File: config.mk
export PLATFORM = sky130hd
export DESIGN_NAME = keypad_scanner
export DESIGN_NICKNAME = d
export VERILOG_FILES = /design/src/rtl/keypad_scanner.sv
export SDC_FILE = /design/constraint.sdc
export NUM_CORES = 1
export LEC_CHECK = 0
export BUFFER_PORTS_ARGS = -buffer_cell sky130_fd_sc_hd__buf_2
export CAP_MARGIN = 10
export CELL_PAD_IN_SITES_DETAIL_PLACEMENT = 1
export CELL_PAD_IN_SITES_GLOBAL_PLACEMENT = 1
export CORE_ASPECT_RATIO = 2
export CORE_MARGIN = 4
export CORE_UTILIZATION = 40
export CTS_CLUSTER_SIZE = 14
export DETAILED_ROUTE_END_ITERATION = 12
export GPL_TIMING_DRIVEN = 1
export PLACE_DENSITY_LB_ADDON = 0.1
export SLEW_MARGIN = 20
export SYNTH_ARGS = -nofsm -noshare
export SYNTH_HDL_FRONTEND = slang
export SYNTH_SLANG_ARGS = --single-unit
File: constraint.sdc
create_clock -name clk -period 2.3 [get_ports clk]
set_clock_uncertainty 0.05 [all_clocks]
set_input_delay 0.575 -clock clk [delete_from_list [all_inputs] [get_ports clk]]
set_output_delay 0.575 -clock clk [all_outputs]
set_load 0.02 [all_outputs]
File: src/rtl/keypad_scanner.sv
// Drives one active-high column at a time and gates the row debouncer. Accepted row pulses latch into a 16-bit request vector.
// All outputs are registered, one cycle after the accepting edge. There is no backpressure: the scan free-runs while scan_en is high.
module keypad_scanner #(
    parameter int SETTLE = 2,
    parameter int DWELL  = 8
) (
    input  logic        clk,
    input  logic        rst,
    input  logic        scan_en,
    input  logic [3:0]  buttonMux,
    input  logic        clr,
    input  logic [3:0]  clr_idx,
    output logic [3:0]  col,
    output logic        en,
    output logic [15:0] req,
    output logic        req_valid,
    output logic [3:0]  key_code
);

    localparam int CMAX = (SETTLE > DWELL) ? SETTLE : DWELL;
    localparam int CW   = (CMAX > 1) ? $clog2(CMAX) : 1;

    localparam logic [CW-1:0] SETTLE_LAST = CW'(SETTLE - 1);
    localparam logic [CW-1:0] DWELL_LAST  = CW'(DWELL - 1);
    localparam logic [CW-1:0] ACC_MIN     = CW'(2);

    typedef enum logic [1:0] {
        S_IDLE,
        S_SETTLE,
        S_SAMPLE
    } state_t;

    state_t        r_state;
    state_t        w_state_nxt;
    logic [1:0]    r_col_idx;
    logic [1:0]    w_col_idx_nxt;
    logic [CW-1:0] r_cnt;
    logic [CW-1:0] w_cnt_nxt;
    logic [3:0]    r_col;
    logic [3:0]    w_col_nxt;
    logic          r_en;
    logic          w_en_nxt;
    logic [15:0]   r_req;
    logic [15:0]   w_req_nxt;
    logic          r_req_valid;
    logic [3:0]    r_key_code;

    logic          w_accept;
    logic [15:0]   w_set;
    logic [15:0]   w_new;
    logic [15:0]   w_clr;
    logic [3:0]    w_low;

    always_comb begin
        w_state_nxt   = r_state;
        w_col_idx_nxt = r_col_idx;
        w_cnt_nxt     = r_cnt;
        if (!scan_en) begin
            w_state_nxt   = S_IDLE;
            w_col_idx_nxt = 2'd0;
            w_cnt_nxt     = '0;
        end else begin
            case (r_state)
                S_IDLE: begin
                    w_state_nxt = S_SETTLE;
                    w_cnt_nxt   = '0;
                end
                S_SETTLE: begin
                    if (r_cnt == SETTLE_LAST) begin
                        w_state_nxt = S_SAMPLE;
                        w_cnt_nxt   = '0;
                    end else begin
                        w_cnt_nxt = r_cnt + 1'b1;
                    end
                end
                S_SAMPLE: begin
                    if (r_cnt == DWELL_LAST) begin
                        w_state_nxt   = S_SETTLE;
                        w_cnt_nxt     = '0;
                        w_col_idx_nxt = r_col_idx + 2'd1;
                    end else begin
                        w_cnt_nxt = r_cnt + 1'b1;
                    end
                end
                default: begin
                    w_state_nxt   = S_IDLE;
                    w_col_idx_nxt = 2'd0;
                    w_cnt_nxt     = '0;
                end
            endcase
        end
        // Column and enable come from the next state so both move on the same edge.
        w_col_nxt = (w_state_nxt == S_IDLE) ? 4'b0000 : (4'b0001 << w_col_idx_nxt);
        w_en_nxt  = (w_state_nxt == S_SAMPLE);
    end

    // The first two SAMPLE cycles carry stale data from the debouncer pipeline refill.
    assign w_accept  = (r_state == S_SAMPLE) && (r_cnt >= ACC_MIN);
    assign w_set     = w_accept ? ({12'h000, buttonMux} << {r_col_idx, 2'b00}) : 16'h0000;
    assign w_new     = w_set & ~r_req;
    assign w_clr     = clr ? (16'h0001 << clr_idx) : 16'h0000;
    assign w_req_nxt = (r_req & ~w_clr) | w_set;

    always_comb begin
        w_low = 4'd0;
        for (int i = 15; i >= 0; i--) begin
            if (w_new[i]) begin
                w_low = 4'(i);
            end
        end
    end

    always_ff @(posedge clk or posedge rst) begin
        if (rst) begin
            r_state     <= S_IDLE;
            r_col_idx   <= 2'd0;
            r_cnt       <= '0;
            r_col       <= 4'b0000;
            r_en        <= 1'b0;
            r_req       <= 16'h0000;
            r_req_valid <= 1'b0;
            r_key_code  <= 4'd0;
        end else begin
            r_state     <= w_state_nxt;
            r_col_idx   <= w_col_idx_nxt;
            r_cnt       <= w_cnt_nxt;
            r_col       <= w_col_nxt;
            r_en        <= w_en_nxt;
            r_req       <= w_req_nxt;
            r_req_valid <= |w_new;
            if (|w_new) begin
                r_key_code <= w_low;
            end
        end
    end

    assign col       = r_col;
    assign en        = r_en;
    assign req       = r_req;
    assign req_valid = r_req_valid;
    assign key_code  = r_key_code;

endmodule

# Word-level counts from Yosys, hierarchy flattened
# Cells that the tools add are included.
classes:
  add_sub_neg: 2
  n_lt_le_gt_ge: 1
  n_eq_ne: 5
  n_shift: 3
  n_mux: 30
  bitwise: 5
  n_reduce_logical: 5
op_table:
  columns: ["op", "n"]
  rows:
  - ["4-bit two-way mux", 17]
  - ["16-bit AND", 2]
  - ["16-bit two-way mux", 2]
  - ["16-bit NOT", 2]
  - ["16-bit bitwise OR", 1]
  - ["16-bit OR reduction", 1]
  - ["1-bit by 4-bit << shifter with 16-bit output (first input constant)", 1]
  - ["4-bit by 4-bit << shifter with 16-bit output", 1]
  - ["2-bit two-way mux", 5]
  - ["3-bit two-way mux", 3]
  - ["2-bit case mux with 3 select lines", 1]
  - ["3-bit case mux with 2 select lines", 1]
  - ["2-bit == test (second input constant)", 2]
  - ["2-bit logical NOT", 2]
  - ["2-bit case mux with 2 select lines", 1]
  - ["1-bit by 2-bit << shifter with 4-bit output (first input constant)", 1]
  - ["3-bit by 1-bit adder with 3-bit output (second input constant)", 1]
  - ["3-bit by 1-bit == test with 1-bit output (second input constant)", 1]
  - ["3-bit == test (second input constant)", 1]
  - ["3-bit by 2-bit >= comparator with 1-bit output (second input constant)", 1]
  - ["2-bit by 1-bit adder with 2-bit output (second input constant)", 1]
  - ["2-bit by 1-bit == test with 1-bit output (second input constant)", 1]
  - ["2-bit OR reduction", 1]
  - ["1-bit logical AND", 1]
word_totals:
  ff_bits: 33
  in_bits: 12
  out_inout_bits: 26
  wordCells: 59

# Depth between registers and ports, before layout
# Gate-level depths: netlist of run 1.
depth:
  depth_word: 20
  depth_mapped: 7
  mapped_depth_nobuf: 7

# Worst setup path after synthesis of run 1
# OpenSTA, ideal clock, no wires.
synth_timing:
  path_kind: "register to register"
  start: "register r_state[0]"
  end: "register r_key_code[1] (netlist: key_code[1])"
  setup_ps: 126
  arrival_ps: 1787
  required_ps: 2124
  setup_slack_ps: 337
  stages_incl_launch_ff: 8
  path_buffers: 0
  synth_period_minus_slack_ps: 1963
  path_cell_list: "dfrtp_1 > inv_1 > ha_1 > o31ai_4 > nor3b_4 > a22o_4 > a211oi_2 > a221o_1"
synth_between:
  elab_chain_cells: 20
  word_cells_on_any_way: 21
  classes_between: "eq/ne (1); mux (17); bitwise (1); reduce/logical (2)"
synth_lines:
  columns: ["element", "line_no", "source"]
  rows:
  - ["start, declared", "33", "state_t r_state;"]
  - ["start signal, assigned", "124", "r_state <= w_state_nxt;"]
  - ["2-bit == test (*)", "98", "assign w_accept = (r_state == S_SAMPLE) && (r_cnt >= ACC_MIN);"]
  - ["1-bit logical AND (*)", "98", null]
  - ["16-bit two-way mux (*)", "99", "assign w_set = w_accept ? ({12'h000, buttonMux} << {r_col_idx, 2'b00}) : 16'h0000;"]
  - ["16-bit AND (*)", "100", "assign w_new = w_set & ~r_req;"]
  - ["4-bit two-way mux (16 in a row)", "107", "if (w_new[i]) begin"]
  - ["end signal, assigned", "132", "r_key_code <= w_low;"]
  - ["end, declared", "46", "logic [3:0] r_key_code;"]
# Every way passes the cells marked *; elsewhere a longest branch is shown, timed or not.
# A chain may end at the register's enable or synchronous reset.

# Worst setup path after layout of run 1
layout_timing:
  start: "register r_cnt[0]"
  end: "register r_key_code[1] (netlist: key_code[1])"
layout_between:
  elab_chain_cells: 20
  word_cells_on_any_way: 21
  classes_between: "order compare (1); mux (17); bitwise (1); reduce/logical (2)"
layout_lines:
  columns: ["element", "line_no", "source"]
  rows:
  - ["start, declared", "37", "logic [CW-1:0] r_cnt;"]
  - ["start signal, assigned", "126", "r_cnt <= w_cnt_nxt;"]
  - ["3-bit by 2-bit >= comparator with 1-bit output (*)", "98", null]
  - ["1-bit logical AND (*)", "98", null]
  - ["16-bit two-way mux (*)", "99", null]
  - ["16-bit AND (*)", "100", null]
  - ["4-bit two-way mux (16 in a row)", "107", null]
# Marks and branches as above.

==> results by group, run 1 <==
Finish
  – Final core utilization: 0.507
  – Area Overhead vs Synth: 21.5%
  – Commonest cells after routing, fill and taps aside: buf_2 (37), dfrtp_1 (33), nand2_1 (22)
  – FILL cells: 533
  – Layout cell share with drive strength beyond 1: 0.251
  – Antenna cells: 0
  – Post-route insts no fill: 285
  – Most common cell after layout, fill and taps aside: buf_2
  – Nets: 250

Floorplanning
  – Die footprint: 5780 um^2
  – DIE WIDTH: 55.8 um
  – Die Ht: 104 um
  – Initial Util: 0.417
  – Core Region: 4380 um^2
  – IO Pins: 38
  – # rows: 34

Critical path
  – Delay-heaviest family, CP: compound AO/OA/AOI/OAI gates
  – Worst EP arrival: 2340 ps
  – Crit Path Max Fanout: 8
  – Crit path buf inv count: 1
  – Worst path slowest cell: dfrtp_1
  – CP Launch Type: register
  – Worst setup EP type: register
  – Reg2reg start: r_cnt[0]$_DFF_PP0_
  – Setup crit end: key_code[1]$_DFFE_PP0P_
  – Reg2Reg Capture Point: key_code[1]$_DFFE_PP0P_
  – Slowest Stage Delay on Critical Path: 400 ps
  – Beginning of the critical path: r_cnt[0]$_DFF_PP0_
  – CP cell instances: inv_1 -> ha_1 -> o31ai_4 -> nor2_2 -> a22o_4 -> a211oi_2 -> a221o_1
  – R2r setup slk: 140 ps
  – Reg2Reg Depth: 7
  – Cell depth of the worst setup path: 7
  – CP required: 2480 ps
  – WS Path Type: register to register

Power
  – Pint: 0.972 mW
  – Net Sw Frac: 0.238
  – Leak: 1.10 nW
  – NetSw: 0.303 mW
  – Pwr dens: 574 nW/um^2
  – Part of the power in registers: 0.462
  – Clock network power share: 0.451
  – Combinational Power Share: 0.087
  – Worst vdd ir: 0.000430 V

Clock network
  – Reg clk slew, reported paths: 70 ps
  – H-tree lvl count: 2
  – Num CTS Buffers: 5
  – Clock Latency Late Sink: 290 ps
  – Sink Count: 33
  – PostCTS Resize Cnt: 0
  – CTS tree: built
  – Longest Clk Path Bufs: 2
  – Root Buffer: clkbuf_8
  – Hold Buf Count CTS: 0
  – Setup Buffers After CTS: 0

Yosys
  – Cell count after synthesis: 184
  – Synth unique cells: 41
  – Avg Synthesized Cell Area: 9.93 um^2
  – Sequential area share after synthesis: 0.452
  – Area of the mapped netlist: 1830 um^2
  – Synth warn: 0
  – Net Count, Synth: 204
  – Synth Register Bits: 33

Global route
  – Antenna violations before repair: 0
  – First-pass GRT wire length: 8960 um
  – Largest net degree at the start of global routing: 34
  – Remaining Overflow, GRT: 0
  – Global Route Usage Sum: 0.200
  – Vias in the first global route: 1833

Route
  – Pre-antenna DRT Iters: 4
  – Initial DRC count: 45
  – Final wirelength: 5450 um
  – Via density: 5.72
  – Post-route DRC violation count: 0
  – Via count: 1630
  – ANT nets after route: 0
  – DR WL/cell: 19.1 um

Timing
  – Min cycle time layout: 2160 ps
  – Rel. slew slack: 0.692
  – FMAX: 0.464 GHz
  – TNS Setup: 0 ps
  – Endpoints failing hold: 0
  – Pins over their slew limit: 0
  – Tcrit/Tclk final: 0.937
  – Final setup viols: 0
  – RSZ-0062 raised after global routing: false
  – Measured slew at the worst slew-check pin: 461 ps

Run
  – Max-cap viol count: 0

Outcome
  – Status: finished, final reports clean

Placement
  – GPL Wtd Cong: 0.791
  – IO buf count: 37
  – Placed insts: 277
  – HPWL after DPL: 4280 um

Min path
  – Worst min-delay path category: input port to async pin
==> power by group through the flow <==
stage	sequential (mW)	combinational [mW]	clock, mW
2_1_floorplan	0.601	0.0638	0
3_3_place_gp	0.599	0.107	0
3_5_place_dp	0.600	0.112	0
4_1_cts	0.588	0.113	0.585
5_1_grt	0.588	0.125	0.623
6_report	0.589	0.111	0.576
==> cells by family (layout without fill, tap and decap cells) <==
group	count (synthesis)	count (layout)	synth area share
AO/OA/AOI/OAI	45	45	0.212
buffers and inverters	13	60	0.0281
flip-flops	33	33	0.452
AND/OR/NAND/NOR	85	85	0.253
adder cells (fa/ha/maj)	8	8	0.0548
==> worst min path at each step <==
stage | from | slack, ps | to | cells after the start
after floorplan | r_cnt[0]$_DFF_PP0_ | 420 | r_cnt[0]$_DFF_PP0_ | 1
after global placement | key_code[0]$_DFFE_PP0P_ | 430 | key_code[0]$_DFFE_PP0P_ | 1
after detailed placement | key_code[0]$_DFFE_PP0P_ | 440 | key_code[0]$_DFFE_PP0P_ | 1
after CTS | rst | 330 | req[3]$_DFF_PP0_ | 3
after global routing | rst | 350 | req[3]$_DFF_PP0_ | 3
final | rst | 320 | req[6]$_DFF_PP0_ | 3
==> worst register-to-register path, delay by kind of cell (launching register included) <==
kind	cells	cell delay, ps
AO/OA/AOI/OAI	4	1160
AND/OR/NAND/NOR	1	160
flip-flops	1	400
adder cells (fa/ha/maj)	1	250
buffers and inverters	1	70
==> per-stage QoR <==
stage               instance area [um^2]  total power [mW]  hold WS [ps]  worst slack, ps
floorplan                           1830             0.665           416              337
global placement                    2100             0.706           429              250
detailed placement                  2100             0.712           438              165
CTS                                 2220              1.29           330              143
global route                        2220              1.34           353             37.1
finish                              2220              1.28           317              145
==> cells in the mapped netlist <==
master,number,share of area
dfrtp_1,33,0.45
nand2_1,22,0.045
nor2b_1,14,0.048
nand2b_1,12,0.041
a22o_1,11,0.053
inv_1,10,0.021
nor2_1,10,0.021
ha_1,8,0.055
nand3_1,8,0.022
a21oi_1,6,0.016
a32o_1,4,0.022
nor3_1,4,0.011
o21ai_0,4,0.011
a221o_1,3,0.016
nor4_1,3,0.010
a211oi_2,2,0.014
and4_1,2,0.0096
buf_2,2,0.0055
nand4_1,2,0.0068
nor2_2,2,0.0068
o211ai_1,2,0.0082
a211o_1,1,0.0048
a211oi_1,1,0.0041
a21boi_1,1,0.0041
a21boi_2,1,0.0062
a21o_1,1,0.0041
a22o_4,1,0.0096
a2bb2oi_1,1,0.0048
a311oi_1,1,0.0048
a31oi_1,1,0.0034
and3_1,1,0.0034
buf_1,1,0.0021
nand4b_1,1,0.0048
nor3_2,1,0.0055
nor3b_1,1,0.0041
nor3b_4,1,0.010
o311a_1,1,0.0055
o31ai_1,1,0.0041
o31ai_4,1,0.012
o41ai_1,1,0.0048
or2b_1,1,0.0041
==> layer usage <==
layer  part of all wire  global-route usage  vias to the layer above  wire length [um]
met1               0.32               0.173                      832              1770
met3              0.030              0.0473                       14               161
met5                  0                   0                        -                 0
met2               0.62               0.412                       30              3380
li1                   -                   -                      754                 -
met4              0.025              0.0783                        0               135
==> state kept, by name, indices dropped and copies added, names as in the netlist <==
register / count
req_valid: 1
r_col_idx: 2
col: 4
r_state: 2
r_cnt: 3
req: 16
en: 1
key_code: 4
==> cell type report <==
cell class,instances,area (um^2),area share
Multi-Input combinational cell,138,951,0.428
Timing Repair Buffer,42,223,0.100
Tap cell,54,67.6,0.0304
Clock buffer,7,86.3,0.0389
Clock inverter,1,30.0,0.0135
Inverter,10,37.5,0.0169
Sequential cell,33,826,0.372
No activity file was read; power rests on OpenSTA's default activity.
==> inputs of run 2 (changes only) <==
--- a/config.mk
+++ b/config.mk
@@ -5,13 +5,13 @@
 export SDC_FILE = /design/constraint.sdc
 export NUM_CORES = 1
 export LEC_CHECK = 0
+export ABC_AREA = 1
 export BUFFER_PORTS_ARGS = -buffer_cell sky130_fd_sc_hd__buf_2
 export CAP_MARGIN = 10
 export CELL_PAD_IN_SITES_DETAIL_PLACEMENT = 1
 export CELL_PAD_IN_SITES_GLOBAL_PLACEMENT = 1
-export CORE_ASPECT_RATIO = 2
 export CORE_MARGIN = 4
-export CORE_UTILIZATION = 40
+export CORE_UTILIZATION = 39
 export CTS_CLUSTER_SIZE = 14
 export DETAILED_ROUTE_END_ITERATION = 12
 export GPL_TIMING_DRIVEN = 1
==> results by group, run 2 <==
Finish
  – Antenna cells: 0 (unchanged)
  – Final core utilization: 0.507 (about the same)
  – Most common cell after layout, fill and taps aside: nand2_1
  – Commonest cells after routing, fill and taps aside: nand2_1 (55), buf_2 (37), dfrtp_1 (33)
  – Layout cell share with drive strength beyond 1: 0.256 (+0.00524)
  – Final Cell Area: 2240 um^2 (+0.79%)
  – FILL cells: 577 (+8.3%)
  – Flip-flop count of the largest register after layout: 16 (unchanged)
  – Nets: 296 (+18%)
  – Area Overhead vs Synth: 24.5%
  – Post-route insts no fill: 329 (+15%)

Floorplanning
  – IO Pins: 38 (unchanged)
  – Core Region: 4410 um^2 (+0.74%)
  – Die footprint: 5760 um^2 (-0.35%)
  – DIE WIDTH: 75.9 um (+36%)
  – Die Ht: 75.9 um (-27%)
  – Initial Util: 0.407 (-0.00988)
  – # rows: 24 (-29%)

Critical path
  – Worst setup EP type: register
  – Worst path slowest cell: or3_2
  – CP required: 2430 ps (-50 ps)
  – Top cell by count, worst path: inv_2
  – Worst EP arrival: 2360 ps (+20 ps)
  – Slowest Stage Delay on Critical Path: 460 ps (+60 ps)
  – CP Launch Type: register
  – Crit Path Max Fanout: 11 (+3)
  – CP cell instances: inv_2 -> ha_4 -> nor2_1 -> nand2_1 -> nand2_2 -> nor2_4 -> inv_2 -> or3_2 -> nand4_1 -> inv_1 -> nand3_2 -> inv_2 -> a21boi_2 -> inv_1
  – WS Path Type: register to register

Route
  – Post-route DRC violation count: 0 (unchanged)
  – DR WL/cell: 15.6 um (-18%)
  – ANT nets after route: 0 (unchanged)
  – Via count: 1715 (+5.2%)
  – Via density: 5.21 (-8.9%)
  – Initial DRC count: 78 (+73%)
  – Final wirelength: 5150 um (-5.5%)
  – Pre-antenna DRT Iters: 4 (unchanged)

Timing
  – TNS Setup: 0 ps (unchanged)
  – Final setup viols: 0 (unchanged)
  – Final setup margin: 71.6 ps (-73.1 ps)
  – RSZ-0062 raised after global routing: true
  – Measured slew at the worst slew-check pin: 441 ps (-19.8 ps)
  – Min cycle time layout: 2230 ps (+73.1 ps)
  – Worst Hold Margin: 312 ps (-4.43 ps)
  – Pins over their slew limit: 0 (unchanged)
  – Tcrit/Tclk final: 0.969 (+0.0318)
  – Endpoints failing hold: 0 (unchanged)
  – FMAX: 0.449 GHz (-3.3%)
  – Rel. slew slack: 0.706 (+0.0139)

Clock network
  – Longest Clk Path Bufs: 2 (unchanged)
  – Reg clk slew, reported paths: 80 ps (about the same)
  – Sink Count: 33 (unchanged)
  – H-tree lvl count: 2 (unchanged)
  – Root Buffer: clkbuf_8
  – Clock Latency Late Sink: 290 ps (about the same)
  – Num CTS Buffers: 5 (unchanged)
  – CTS tree: built

Global route
  – Global Route Usage Sum: 0.187 (-0.0139)
  – Largest net degree at the start of global routing: 34 (unchanged)
  – First-pass GRT wire length: 8760 um (-2.2%)
  – Remaining Overflow, GRT: 0 (unchanged)
  – Vias in the first global route: 1725 (-5.9%)
  – Antenna violations before repair: 0 (unchanged)

Power
  – Pwr dens: 495 nW/um^2 (-14%)
  – Leak: 1.26 nW (+15%)
  – Tot Pwr: 1.11 mW (-13%)
  – Worst vdd ir: 0.000199 V (-54%)

Yosys
  – Area of the mapped netlist: 1800 um^2 (-1.6%)
  – Synth unique cells: 27 (-34%)
  – Sequential area share after synthesis: 0.459 (+0.00754)
  – Top cells by area, synth: dfrtp_1 (46%), nand2_1 (11%), o21ai_0 (8.4%)
  – Cell count after synthesis: 223 (+21%)
  – Share of the synthesized area in the top cell type: 0.459 (+0.00754)
  – Synth warn: 0 (unchanged)
  – Async set-reset flop share out of synthesis: 1.00 (unchanged)
  – Synth top cells by count: nand2_1 (55), dfrtp_1 (33), inv_1 (32)
  – Number of synthesized flops with an enable pin: 0 (unchanged)
  – Net Count, Synth: 243 (+19%)
  – Most used standard cell by instance count after synthesis: nand2_1
  – Synth Flop Type: dfrtp_1
  – Avg Synthesized Cell Area: 8.06 um^2 (-19%)
  – Cell taking the most area after synthesis: dfrtp_1
  – Synth Register Bits: 33 (unchanged)

Placement
  – HPWL after DPL: 3850 um (-10%)
  – DP Worst Slack: 13.8 ps (-151 ps)
  – Post-Place Cell Area: 2050 um^2 (-2.5%)
  – Placed insts: 313 (+13%)
  – GPL Wtd Cong: 0.835 (+5.5%)
  – IO buf count: 37 (unchanged)

Run
  – Max-cap viol count: 0 (unchanged)

Outcome
  – Status: finished, final reports clean

Min path
  – Worst min-delay path category: input port to async pin
## run 2: cell count changes after synthesis, sizes merged, moves of 4 or more
cell,delta
nor3,-4
nand3b,+12
nand2b,-12
o21ai,+28
nand3,+4
nor2b,-14
a21oi,-6
nand2,+34
inv,+24
a22o,-12
nor2,+6
a32o,-4
## run 2: logic make-up (layout without fill, tap and decap cells)
family	count (synthesis)	count (layout)	synth area share
AO/OA/AOI/OAI	40	40	0.122
XOR/XNOR	1	1	0.00487
adder cells (fa/ha/maj)	8	8	0.0557
buffers and inverters	35	89	0.0772
flip-flops	33	33	0.459
AND/OR/NAND/NOR	106	106	0.281
## run 2: cell type report
cell class	instances	area [um^2]	share of cell area
Sequential cell	33	826	0.369
Tap cell	52	65.1	0.0291
Clock inverter	2	10.0	0.00447
Inverter	34	128	0.0570
Timing Repair Buffer	47	260	0.116
Clock buffer	6	72.6	0.0324
Multi-Input combinational cell	155	877	0.392
## run 2: final timing paths
check,startpoint,endpoint,slack [ps],cells past startpoint
worst min register to register,key_code[2]$_DFFE_PP0P_,key_code[2]$_DFFE_PP0P_,430,2
max in group asynchronous,rst,req[9]$_DFF_PP0_,1560,3
min in group clk,key_code[2]$_DFFE_PP0P_,key_code[2]$_DFFE_PP0P_,430,2
worst max-delay path,r_cnt[0]$_DFF_PP0_,key_code[3]$_DFFE_PP0P_,70,14
worst max register to register,r_cnt[0]$_DFF_PP0_,key_code[3]$_DFFE_PP0P_,70,14
worst min-delay path,rst,r_cnt[0]$_DFF_PP0_,310,3
## run 2: worst max-delay path: cells and delay by family (launching register included)
family / cells / cell delay, ps
adders and majority gates: 1 / 120
DFF: 1 / 420
AOI/OAI and AO/OA: 1 / 100
and+or+nand+nor: 7 / 1080
buffers and inverters: 5 / 340
## run 2: power breakdown
group	internal (mW)	leakage, nW	switching, mW
clock	0.210	0.0450	0.223
sequential	0.585	0.458	0.00394
combinational	0.0284	0.761	0.0587
total	0.823	1.26	0.286
## run 2: what timing repair did
item,CTS,global route
setup buffers,1,7
endpoints found under the setup margin,1,5
hold buffers,0,0
gates cloned,0,0
gates resized for setup,0,9
pin swaps,1,7
## run 2: routing by layer
layer	global-route usage	wire length, um
met1	0.267	2480
met2	0.279	2330
met3	0.0474	282
met4	0.0480	57
met5	0	0
